File: src/rtl/hazard_fwd_ctrl_pkg.sv
`default_nettype none
// ============================================================================
// Module      : hazard_pkg
// Description : Shared select encodings, FSM states and shadow-entry type for
//               the D/X/M forwarding and hazard controller.
// Revision    : 1.0 - initial release
// ============================================================================
package hazard_pkg;

    localparam int REG_IDX_W = 5;

    localparam logic [1:0] SEL_RS  = 2'd0;
    localparam logic [1:0] SEL_PC  = 2'd1;
    localparam logic [1:0] SEL_ALU = 2'd2;
    localparam logic [1:0] SEL_MEM = 2'd3;

    typedef enum logic [1:0] {
        RUN      = 2'd0,
        LU_STALL = 2'd1,
        MEM_WAIT = 2'd2
    } hz_state_t;

    typedef struct packed {
        logic                 valid;
        logic [REG_IDX_W-1:0] rd;
        logic                 reg_wen;
        logic                 is_load;
    } shadow_t;

    // Register x0 is hard-wired, so it can never be a forwarding source.
    function automatic logic producer_hit(input shadow_t p, input logic uses,
                                          input logic [REG_IDX_W-1:0] idx);
        return uses && (idx != '0) && p.valid && p.reg_wen && (p.rd == idx);
    endfunction

endpackage
`default_nettype wire

File: src/rtl/hazard_fwd_ctrl_fwd_match.sv
`default_nettype none
// ============================================================================
// Module      : fwd_match
// Description : Per-operand matcher against the X and M shadows; returns the
//               forwarding select and a load-use hazard flag.
// Revision    : 1.0 - initial release
// ============================================================================
module fwd_match
    import hazard_pkg::*;
#(
    parameter int LOAD_LATENCY = 1
) (
    input  logic                 i_uses,
    input  logic [REG_IDX_W-1:0] i_idx,
    input  shadow_t              i_x,
    input  shadow_t              i_m,
    output logic [1:0]           o_sel,
    output logic                 o_lu_hazard
);

    logic w_x_hit;
    logic w_m_hit;

    always_comb begin
        w_x_hit     = producer_hit(i_x, i_uses, i_idx);
        w_m_hit     = producer_hit(i_m, i_uses, i_idx);
        o_sel       = SEL_RS;
        o_lu_hazard = 1'b0;
        if (LOAD_LATENCY == 1) begin
            // M-stage producers reach D through the write-first regfile.
            if (w_x_hit) begin
                o_sel = i_x.is_load ? SEL_MEM : SEL_ALU;
            end
        end else begin
            if (w_x_hit) begin
                if (i_x.is_load) begin
                    o_lu_hazard = 1'b1;
                end else begin
                    o_sel = SEL_ALU;
                end
            end else if (w_m_hit && i_m.is_load) begin
                o_sel = SEL_MEM;
            end
        end
    end

endmodule
`default_nettype wire

File: src/rtl/hazard_fwd_ctrl.sv
`default_nettype none
// ============================================================================
// Module      : hazard_fwd_ctrl
// Description : Forwarding-select and stall controller for the 3-stage RV32I
//               pipeline, tracking producers in an internal shadow pipeline.
// Revision    : 1.0 - initial release
// ============================================================================
module hazard_fwd_ctrl
    import hazard_pkg::*;
#(
    parameter int LOAD_LATENCY = 1,
    parameter int XLEN_REGS    = 5
) (
    input  logic                 clock,
    input  logic                 reset,
    input  logic                 io_id_valid,
    input  logic [XLEN_REGS-1:0] io_id_rs1,
    input  logic [XLEN_REGS-1:0] io_id_rs2,
    input  logic                 io_id_uses_rs1,
    input  logic                 io_id_uses_rs2,
    input  logic                 io_id_use_pc,
    input  logic [XLEN_REGS-1:0] io_id_rd,
    input  logic                 io_id_reg_wen,
    input  logic                 io_id_is_load,
    input  logic                 io_flush,
    input  logic                 io_mem_wait,
    output logic [1:0]           io_a_sel,
    output logic [1:0]           io_b_fwd_sel,
    output logic                 io_stall,
    output logic                 io_bubble_x,
    output logic                 io_x_valid
);

    // W-stage producers are covered by the write-first regfile, so only the
    // X and M shadows ever influence a select.
    shadow_t    r_x;
    shadow_t    r_m;
    hz_state_t  r_state;
    hz_state_t  r_resume;
    logic [1:0] r_a_sel;
    logic [1:0] r_b_sel;

    logic [1:0] w_a_match;
    logic [1:0] w_b_match;
    logic       w_a_haz;
    logic       w_b_haz;
    hz_state_t  w_cur_state;
    logic       w_lu_stall;
    logic       w_kill;
    shadow_t    w_x_next;
    logic [1:0] w_a_next;
    logic [1:0] w_b_next;

    fwd_match #(
        .LOAD_LATENCY (LOAD_LATENCY)
    ) u_match_rs1 (
        .i_uses      (io_id_uses_rs1),
        .i_idx       (io_id_rs1),
        .i_x         (r_x),
        .i_m         (r_m),
        .o_sel       (w_a_match),
        .o_lu_hazard (w_a_haz)
    );

    fwd_match #(
        .LOAD_LATENCY (LOAD_LATENCY)
    ) u_match_rs2 (
        .i_uses      (io_id_uses_rs2),
        .i_idx       (io_id_rs2),
        .i_x         (r_x),
        .i_m         (r_m),
        .o_sel       (w_b_match),
        .o_lu_hazard (w_b_haz)
    );

    always_comb begin
        // Leaving MEM_WAIT resumes the interrupted state for this cycle.
        w_cur_state = (r_state == MEM_WAIT) ? r_resume : r_state;
        w_lu_stall  = io_id_valid && (w_a_haz || w_b_haz) &&
                      (w_cur_state != LU_STALL) && !io_flush && !io_mem_wait;
        w_kill      = io_flush || w_lu_stall || !io_id_valid;

        w_x_next = '0;
        w_a_next = SEL_RS;
        w_b_next = SEL_RS;
        if (!w_kill) begin
            w_x_next.valid   = 1'b1;
            w_x_next.rd      = io_id_rd;
            w_x_next.reg_wen = io_id_reg_wen;
            w_x_next.is_load = io_id_is_load;
            w_a_next         = io_id_use_pc ? SEL_PC : w_a_match;
            w_b_next         = w_b_match;
        end
    end

    always_ff @(posedge clock) begin
        if (reset) begin
            r_state  <= RUN;
            r_resume <= RUN;
            r_x      <= '0;
            r_m      <= '0;
            r_a_sel  <= SEL_RS;
            r_b_sel  <= SEL_RS;
        end else if (io_mem_wait) begin
            if (r_state != MEM_WAIT) begin
                r_resume <= r_state;
            end
            r_state <= MEM_WAIT;
        end else begin
            r_state <= w_lu_stall ? LU_STALL : RUN;
            r_m     <= r_x;
            r_x     <= w_x_next;
            r_a_sel <= w_a_next;
            r_b_sel <= w_b_next;
        end
    end

    assign io_a_sel     = r_a_sel;
    assign io_b_fwd_sel = r_b_sel;
    assign io_x_valid   = r_x.valid;
    assign io_stall     = io_mem_wait || w_lu_stall;
    assign io_bubble_x  = !io_mem_wait && (io_flush || w_lu_stall);

endmodule
`default_nettype wire

File: config.mk
export PLATFORM = sky130hd
export DESIGN_NAME = hazard_fwd_ctrl
export DESIGN_NICKNAME = d
export VERILOG_FILES = /design/src/rtl/hazard_fwd_ctrl_pkg.sv /design/src/rtl/hazard_fwd_ctrl_fwd_match.sv /design/src/rtl/hazard_fwd_ctrl.sv
export SDC_FILE = /design/constraint.sdc
export NUM_CORES = 1
export LEC_CHECK = 0
export ABC_AREA = 1
export ABC_CLOCK_PERIOD_IN_PS = 1500
export CORE_ASPECT_RATIO = 0.8
export CORE_UTILIZATION = 43
export CTS_BUF_LIST = sky130_fd_sc_hd__clkbuf_4
export CTS_CLUSTER_SIZE = 12
export DETAILED_ROUTE_END_ITERATION = 10
export HOLD_SLACK_MARGIN = 0.1
export PLACE_DENSITY = 0.87
export SYNTH_ARGS = -nofsm -noshare
export SYNTH_HDL_FRONTEND = slang
export SYNTH_SLANG_ARGS = --single-unit
File: constraint.sdc
create_clock -name clock -period 1.5 [get_ports clock]
set_clock_uncertainty 0.1 [all_clocks]
set_input_delay 0.375 -clock clock [delete_from_list [all_inputs] [get_ports clock]]
set_output_delay 0.375 -clock clock [all_outputs]
set_load 0.005 [all_outputs]
[Word level (Yosys, flattened, before mapping)]
Index checks and enable logic that the tools add are counted.
Storage, ports and cells
  bits in registers: 12
  input port bits: 25
  output and inout port bits: 7
  word-level logic and storage cells: 29
Cells by class
  equality and inequality tests: 2
  mux-type cells: 7
  reductions and logical operators: 14
Operator list (count)
  5-bit equality test: 2
  2-bit 2-to-1 mux: 5
  5-bit nonzero test: 2
  1-bit logical AND: 9
  8-bit 2-to-1 mux: 1
  1-bit logical NOT: 2
  1-bit logical OR: 1
  1-bit 2-to-1 mux: 1

[Depth between registers and ports, before layout]
Gate-level depths: netlist of the first run.
  depth in word-level cells: 8
  mapped depth: 8
  mapped depth without buffers: 8

[Cells and area by module]
From an unflattened synthesis of the first run, not the netlist that was laid out.
Unflattened totals
  cell total of the unflattened synthesis: 196
  area total of the unflattened synthesis: 1257.5 um^2
Modules (own cells, without submodules)
  hazard_fwd_ctrl: instances 1, cells an instance 120, area each 944.7 um^2, sequential area each 480.5 um^2
  fwd_match: instances 2, cells an instance 38, area each 156.4 um^2, sequential area each 0.0 um^2

[Worst setup path before layout of the first run]
Ideal clock, no wire load.
  path type: in2reg
  from: input io_flush
  to: register r_a_sel[0] (netlist: io_a_sel[0])
  library setup time: 70 ps
  arrival time: 1000 ps
  required time: 1330 ps
  slack: 329 ps
  stages: 7
  buffers on the path: 0
  path through: inv_2 nand2_2 nor2_4 nand3_1 nor2_1 nand3_1 a21oi_1
On the way
  cells in the longest elaborated chain, start to end: 2
Ends and longest elaborated chain
  start, declared: RTL line hazard_fwd_ctrl.sv:25  | input logic io_flush,
  1-bit logical OR: RTL line hazard_fwd_ctrl.sv:81  | w_kill = io_flush || w_lu_stall || !io_id_valid;
  2-bit 2-to-1 mux: RTL line hazard_fwd_ctrl.sv:86  | if (!w_kill) begin
  end signal, assigned: RTL line hazard_fwd_ctrl.sv:113  | r_a_sel <= w_a_next;
  end, declared: RTL line hazard_fwd_ctrl.sv:40  | logic [1:0] r_a_sel;
No other way between the ends.
A chain may end at the register's enable or synchronous reset.

[Final worst setup path of the first run]
  from: input io_id_rs1[1]
  to: register r_a_sel[1] (netlist: io_a_sel[1])
On the way
  cells in the longest elaborated chain, start to end: 8
  elaborated cells between the ends (all ways): 9
  classes of those cells: eq/ne: 1; mux: 3; reduce/logical: 5
Ends and longest elaborated chain
  start, declared: RTL line hazard_fwd_ctrl.sv:17  | input logic [XLEN_REGS-1:0] io_id_rs1,
  5-bit nonzero test
  1-bit logical AND (3 in series): RTL line hazard_fwd_ctrl_pkg.sv:33  | return uses && (idx != '0) && p.valid && p.reg_wen && (p.rd == idx);
  1-bit logical AND (*): RTL line hazard_fwd_ctrl_pkg.sv:33
  2-bit 2-to-1 mux (*): RTL line hazard_fwd_ctrl_fwd_match.sv:31  | if (w_x_hit) begin
  2-bit 2-to-1 mux (*): RTL line hazard_fwd_ctrl.sv:91  | w_a_next = io_id_use_pc ? SEL_PC : w_a_match;
  2-bit 2-to-1 mux (*): RTL line hazard_fwd_ctrl.sv:86
Every way passes the cells marked *; elsewhere a longest branch is shown, timed or not.

==> flow_summary.toml, run 1 <==
[layout]
diodes = 0
multi_input_area_um2 = 432
fin_area_mm2 = 0.00116
fin_util_pct = 71.5
fillers = 136
layout_commonest_cell = "nand2_1"
layout_common_cells = "52 x nand2_1, 20 x clkdlybuf4s50_1, 16 x inv_1"
syn_to_final_growth_pct = 56.4
drive_gt1_share_pct = 14.0
final_nets = 190
regArea_um2 = 245

[routing]
vias = 895
wl_per_cell_um = 10.9
avgViaCountPerCell = 4.81
first_pass_iters = 4
ant_nets = 0
drc = 0
drt-total-wl_um = 2030
drtIter0Drc = 43

[min_path]
worstHoldPathCells = 2
hp-class = "reg -> reg"
hold_end = "io_a_sel[1]"
min_from = "io_a_sel[1]"

[critical_path]
cp_common_cell = "nand2_1"
crit_arrival_ps = 1570
critPathMaxFanout = 3
crit_required_ps = 1600
r2r_cells = 8
regToRegSetupSlack_ps = 190
path_cells = "clkdlybuf4s50_1 -> inv_1 -> nand2_1 -> nand2_1 -> nor2_1 -> nand2_1 -> nor2_1 -> nand3_1 -> a21oi_1"
slowest_delay_ps = 510
crit_type = "in -> reg"
cp-end-kind = "flip-flop"
cpMaxStageDelayCell = "clkdlybuf4s50_1"
r2r-start = "r_x[3]"
rr_endpoint = "io_a_sel[1]"
worstSetupStartpointType = "input port"

[clock_network]
cts_buffers = 3
cts_sinks = 12
root_buffer = "clkbuf_4"
path_clk_slew_ps = 70
postCtsHoldBufs = 0
clkLatencyLatePin_ps = 270
htreeDepth = 1
tritoncts = "yes"
clk_path_buf_depth = 2

[floorplan]
initial_utilization_pct = 45.7
core_area_mm2 = 0.00163
die_w_um = 48.5
ios = 32
dieArea_mm2 = 0.00190
die_h_um = 39.2
row_count = 13

[synth]
syn_area_um2 = 743
syn_area_per_cell_um2 = 5.95
synth_adder_area_share_pct = 0
yosysWarnings = 0
synth-xor-area-share_pct = 1.18
synth_mux_area_share_pct = 0
yosys.area_share.simple_pct = 43.9
syn-instance-count = 125
synth_top_family_by_area = "simple AND/OR/NAND/NOR gates"
synth.distinct_cells = 20
seq_area_frac_synth_pct = 32.3
synth-compound-area-share_pct = 11.8
yosys_register_bits = 12
synth_nets = 150

[global_route]
grt_max_degree = 15
first_global_vias = 854
grt-ovfl-total = 0
antenna_found_initial = 0
grt_pass1_wl_um = 3350
grt_usage_pct = 23.7

[place]
globalplace.congestion = 0.841
port_buffers = 31
hpwlAfterDp_um = 1570
place_area_mm2 = 0.00112

[sta]
setup_viol = 0
drv_slew = 0
rsz0062_at_grt = "no"
period_share_pct = 97.4
max_slew_margin_pct = 88.1
finalHoldViolations = 0
period_needed_ps = 1460
tns_ps = 0
worstMarginPinSlew_ps = 177
max_freq_mhz = 684

[power]
ir_drop_mv = 0.372
power.leakage_nw = 0.562
p_per_area_mw_per_mm2 = 601

[job]
maxCapViolations = 0

[run_status]
outcome = "finished, final reports clean"
[stage by stage]
step	std cells	worst slack, ps	power, mW	hold slack (ps)
2_1_floorplan	125	329	0.396	344
3_3_place_gp	181	-427	0.497	350
3_5_place_dp	181	-447	0.501	359
4_1_cts	186	57.9	0.704	364
5_1_grt	186	3.05	0.735	372
6_report	186	38.8	0.698	361
[cell usage after synthesis]
master	n	area share (%)
xnor2_1	1	1.2
nand4_1	1	0.84
a21boi_0	1	1.0
buf_2	1	0.67
nor2_4	1	1.5
nand3b_4	1	2.7
nand2_1	52	26
o21ai_0	1	0.67
inv_1	16	8.1
nor2_2	1	0.84
nand2_2	1	0.84
inv_2	1	0.50
o21bai_1	1	1.0
dfxtp_1	12	32
clkbuf_1	1	0.50
a21oi_1	12	8.1
buf_4	1	1.0
nor2_1	11	5.6
nand3_1	8	5.4
a22oi_1	1	1.0
[area by class of cell]
class | count | share of cell area (%)
well taps | 22 | 2.37
inverters | 17 | 5.49
flip-flops and latches | 12 | 21.1
multi-input cells | 93 | 37.1
clock buffers | 3 | 1.94
repair buffers | 38 | 31.6
clock inverters | 1 | 0.323
[worst max path at each step]
stage                       from     endpoint  cells after the start
floorplan               io_flush  io_a_sel[0]                      7
global placement        io_flush  io_bubble_x                      4
detailed placement      io_flush  io_bubble_x                      4
CTS                  io_id_valid  io_a_sel[0]                      7
global route        io_id_rs1[0]  io_a_sel[1]                      9
finish              io_id_rs1[1]  io_a_sel[1]                      9
[timing repair]
item                       4_1_cts  5_1_grt
setup endpoints to repair        9        2
resized for setup               18        4
cloned                           0        0
buffers inserted                 1        0
pin swaps                        0        1
[worst max-delay path: cells and delay by family]
family	cells	cell delay, ps
buffers and inverters	2	580
and+or+nand+nor	6	470
AOI/OAI and AO/OA	1	120
[sequential cells by signal, indices dropped and copies added, names as in the netlist]
register	cells
io_a_sel	2
io_b_fwd_sel	2
io_x_valid	1
r_x	7
[cells by family (layout without fill, tap and decap cells)]
logic type / Yosys count / count (layout)
buffers and inverters: 20 / 59
DFF: 12 / 12
AOI/OAI and AO/OA: 16 / 16
xor gates and xnor gates: 1 / 1
and+or+nand+nor: 76 / 76
[metal layers]
| layer | vias to the layer above | GRT usage (%) | wire length [µm] |
|---|---|---|---|
| met1 | 387 | 24.0 | 875 |
| met3 | 6 | 4.31 | 126 |
| li1 | 463 | - | - |
| met5 | - | 0 | 0 |
| met4 | 0 | 11.0 | 21 |
| met2 | 39 | 49.3 | 1000 |
[power breakdown]
group          internal [mW]  leakage [nW]  switching [mW]
Clock                 0.0963        0.0154           0.111
Combinational         0.0933         0.447          0.0676
Sequential             0.325        0.0992         0.00572
(Power assumes the default switching activity.)
==> run 2: changes to the inputs <==
Settings changed: CORE_MARGIN set to 8.
==> flow_summary.toml, run 2 (synthesis results as in run 1) <==
[run_status]
outcome = "finished, final reports clean"

[power]
power.leakage_nw = 0.544
switchingPower_uw = 186
power.internal_uw = 514
clkPwrFrac_pct = 29.8
p_seq_share_pct = 47.2
combinationalPowerShare_pct = 23.0
ir_drop_mv = 0.309
power_uw = 701
swShare_pct = 26.6
p_per_area_mw_per_mm2 = 613

[sta]
rsz0062_at_grt = "no"
max_slew_margin_pct = 87.1
worstMarginPinSlew_ps = 193
tns_ps = 0
period_share_pct = 93.0
max_freq_mhz = 717
setup_ws_ps = 105
finalHoldViolations = 0
drv_slew = 0
setup_viol = 0
period_needed_ps = 1390
holdWs_ps = 361

[clock_network]
path_clk_slew_ps = 80
root_buffer = "clkbuf_4"
clk_path_buf_depth = 2
htreeDepth = 1
cts_buffers = 3
tritoncts = "yes"
cts_sinks = 12
clkLatencyLatePin_ps = 270

[layout]
fin_area_mm2 = 0.00114
drive_gt1_share_pct = 10.4
layout_commonest_cell = "nand2_1"
fin_util_pct = 70.2
syn_to_final_growth_pct = 53.7
fillers = 139
stdcell_count = 185
diodes = 0
regArea_um2 = 241
largest_register_ffs = 7
layout_common_cells = "52 x nand2_1, 22 x clkdlybuf4s50_1, 16 x inv_1"
regMostFlops = "r_x"
multi_input_area_um2 = 425
final_nets = 189

[global_route]
grt-ovfl-total = 0
first_global_vias = 888
grt_pass1_wl_um = 3660
antenna_found_initial = 0
grt_max_degree = 15
grt_usage_pct = 13.5

[routing]
wl_per_cell_um = 11.9
avgViaCountPerCell = 5.01
drc = 0
ant_nets = 0
vias = 927
first_pass_iters = 4
drtIter0Drc = 42
drt-total-wl_um = 2210

[critical_path]
worstSetupStartpointType = "input port"
rr_endpoint = "io_a_sel[0]"
critPathMaxFanout = 2
cp-end-kind = "flip-flop"
r2r_cells = 8
crit_required_ps = 1600
crit_type = "in -> reg"
crit_arrival_ps = 1500
r2r-start = "r_x[2]"
regToRegSetupSlack_ps = 250

[floorplan]
die_h_um = 53.2
ios = 32
initial_utilization_pct = 45.7
row_count = 13
core_area_mm2 = 0.00163
die_w_um = 62.5
dieArea_mm2 = 0.00332

[place]
port_buffers = 31
place_area_mm2 = 0.00111
dp_slack_ps = -484
hpwlAfterDp_um = 1750
dp_cells = 180
globalplace.congestion = 0.891

[min_path]
worstHoldPathCells = 2
hp-class = "reg -> reg"
min_from = "io_b_fwd_sel[1]"
hold_end = "io_b_fwd_sel[1]"

[job]
maxCapViolations = 0
## run 2: changes by cell type in the layout (fill, tap and decap cells not counted), sizes merged
cell | before | now
clkdlybuf4s50 | 20 | 22
buf | 8 | 7
dlygate4sd2 | 7 | 6
dlymetal6s2s | 2 | 1
## run 2: what timing repair did
action                     CTS  global route
buffers inserted             1             0
hold buffers                 0             0
setup endpoints to repair   10             3
hold endpoints to repair     0             0
resized for setup           14             2
pin swaps                    0             1
## run 2: how the worst max path moves through the flow
stage                             from          end  slack, ps  cells after the start
after floorplan               io_flush  io_a_sel[0]        330                      7
after global placement        io_flush  io_bubble_x       -430                      4
after detailed placement      io_flush  io_bubble_x       -480                      4
after CTS                     io_flush  io_bubble_x        -70                      4
after global routing      io_id_rs1[1]  io_a_sel[1]         10                      9
final                     io_id_rs1[2]  io_a_sel[0]        110                      9
## run 2: metal layers
layer | up-vias | global-route usage [%] | routed length (µm)
met3 | 8 | 4.84 | 250
met5 | - | 0 | 0
met2 | 52 | 24.2 | 1020
met1 | 405 | 14.3 | 880
met4 | 0 | 6.79 | 61
li1 | 462 | - | -
## run 2: layout make-up
class                           count  area share, %
Multi-Input combinational cell     93           37.2
Timing Repair Buffer               37           31.3
Sequential cell                    12           21.1
Inverter                           17           5.59
Tap cell                           22           2.41
Clock buffer                        3           1.97
Clock inverter                      1          0.329
## run 2: power groups by stage
stage	Combinational, mW	Clock, mW	Sequential (mW)
floorplan	0.0595	0	0.337
global placement	0.158	0	0.338
detailed placement	0.162	0	0.338
CTS	0.162	0.214	0.330
global route	0.177	0.238	0.331
finish	0.161	0.209	0.330
## run 2: worst max-delay path, cell delays in order
cell	delay, ps
clkdlybuf4s50_1	490
inv_1	60
nand2_1	90
nand2_1	60
nor2_1	100
nand2_1	50
nor2_1	90
nand3_1	80
a21oi_1	120
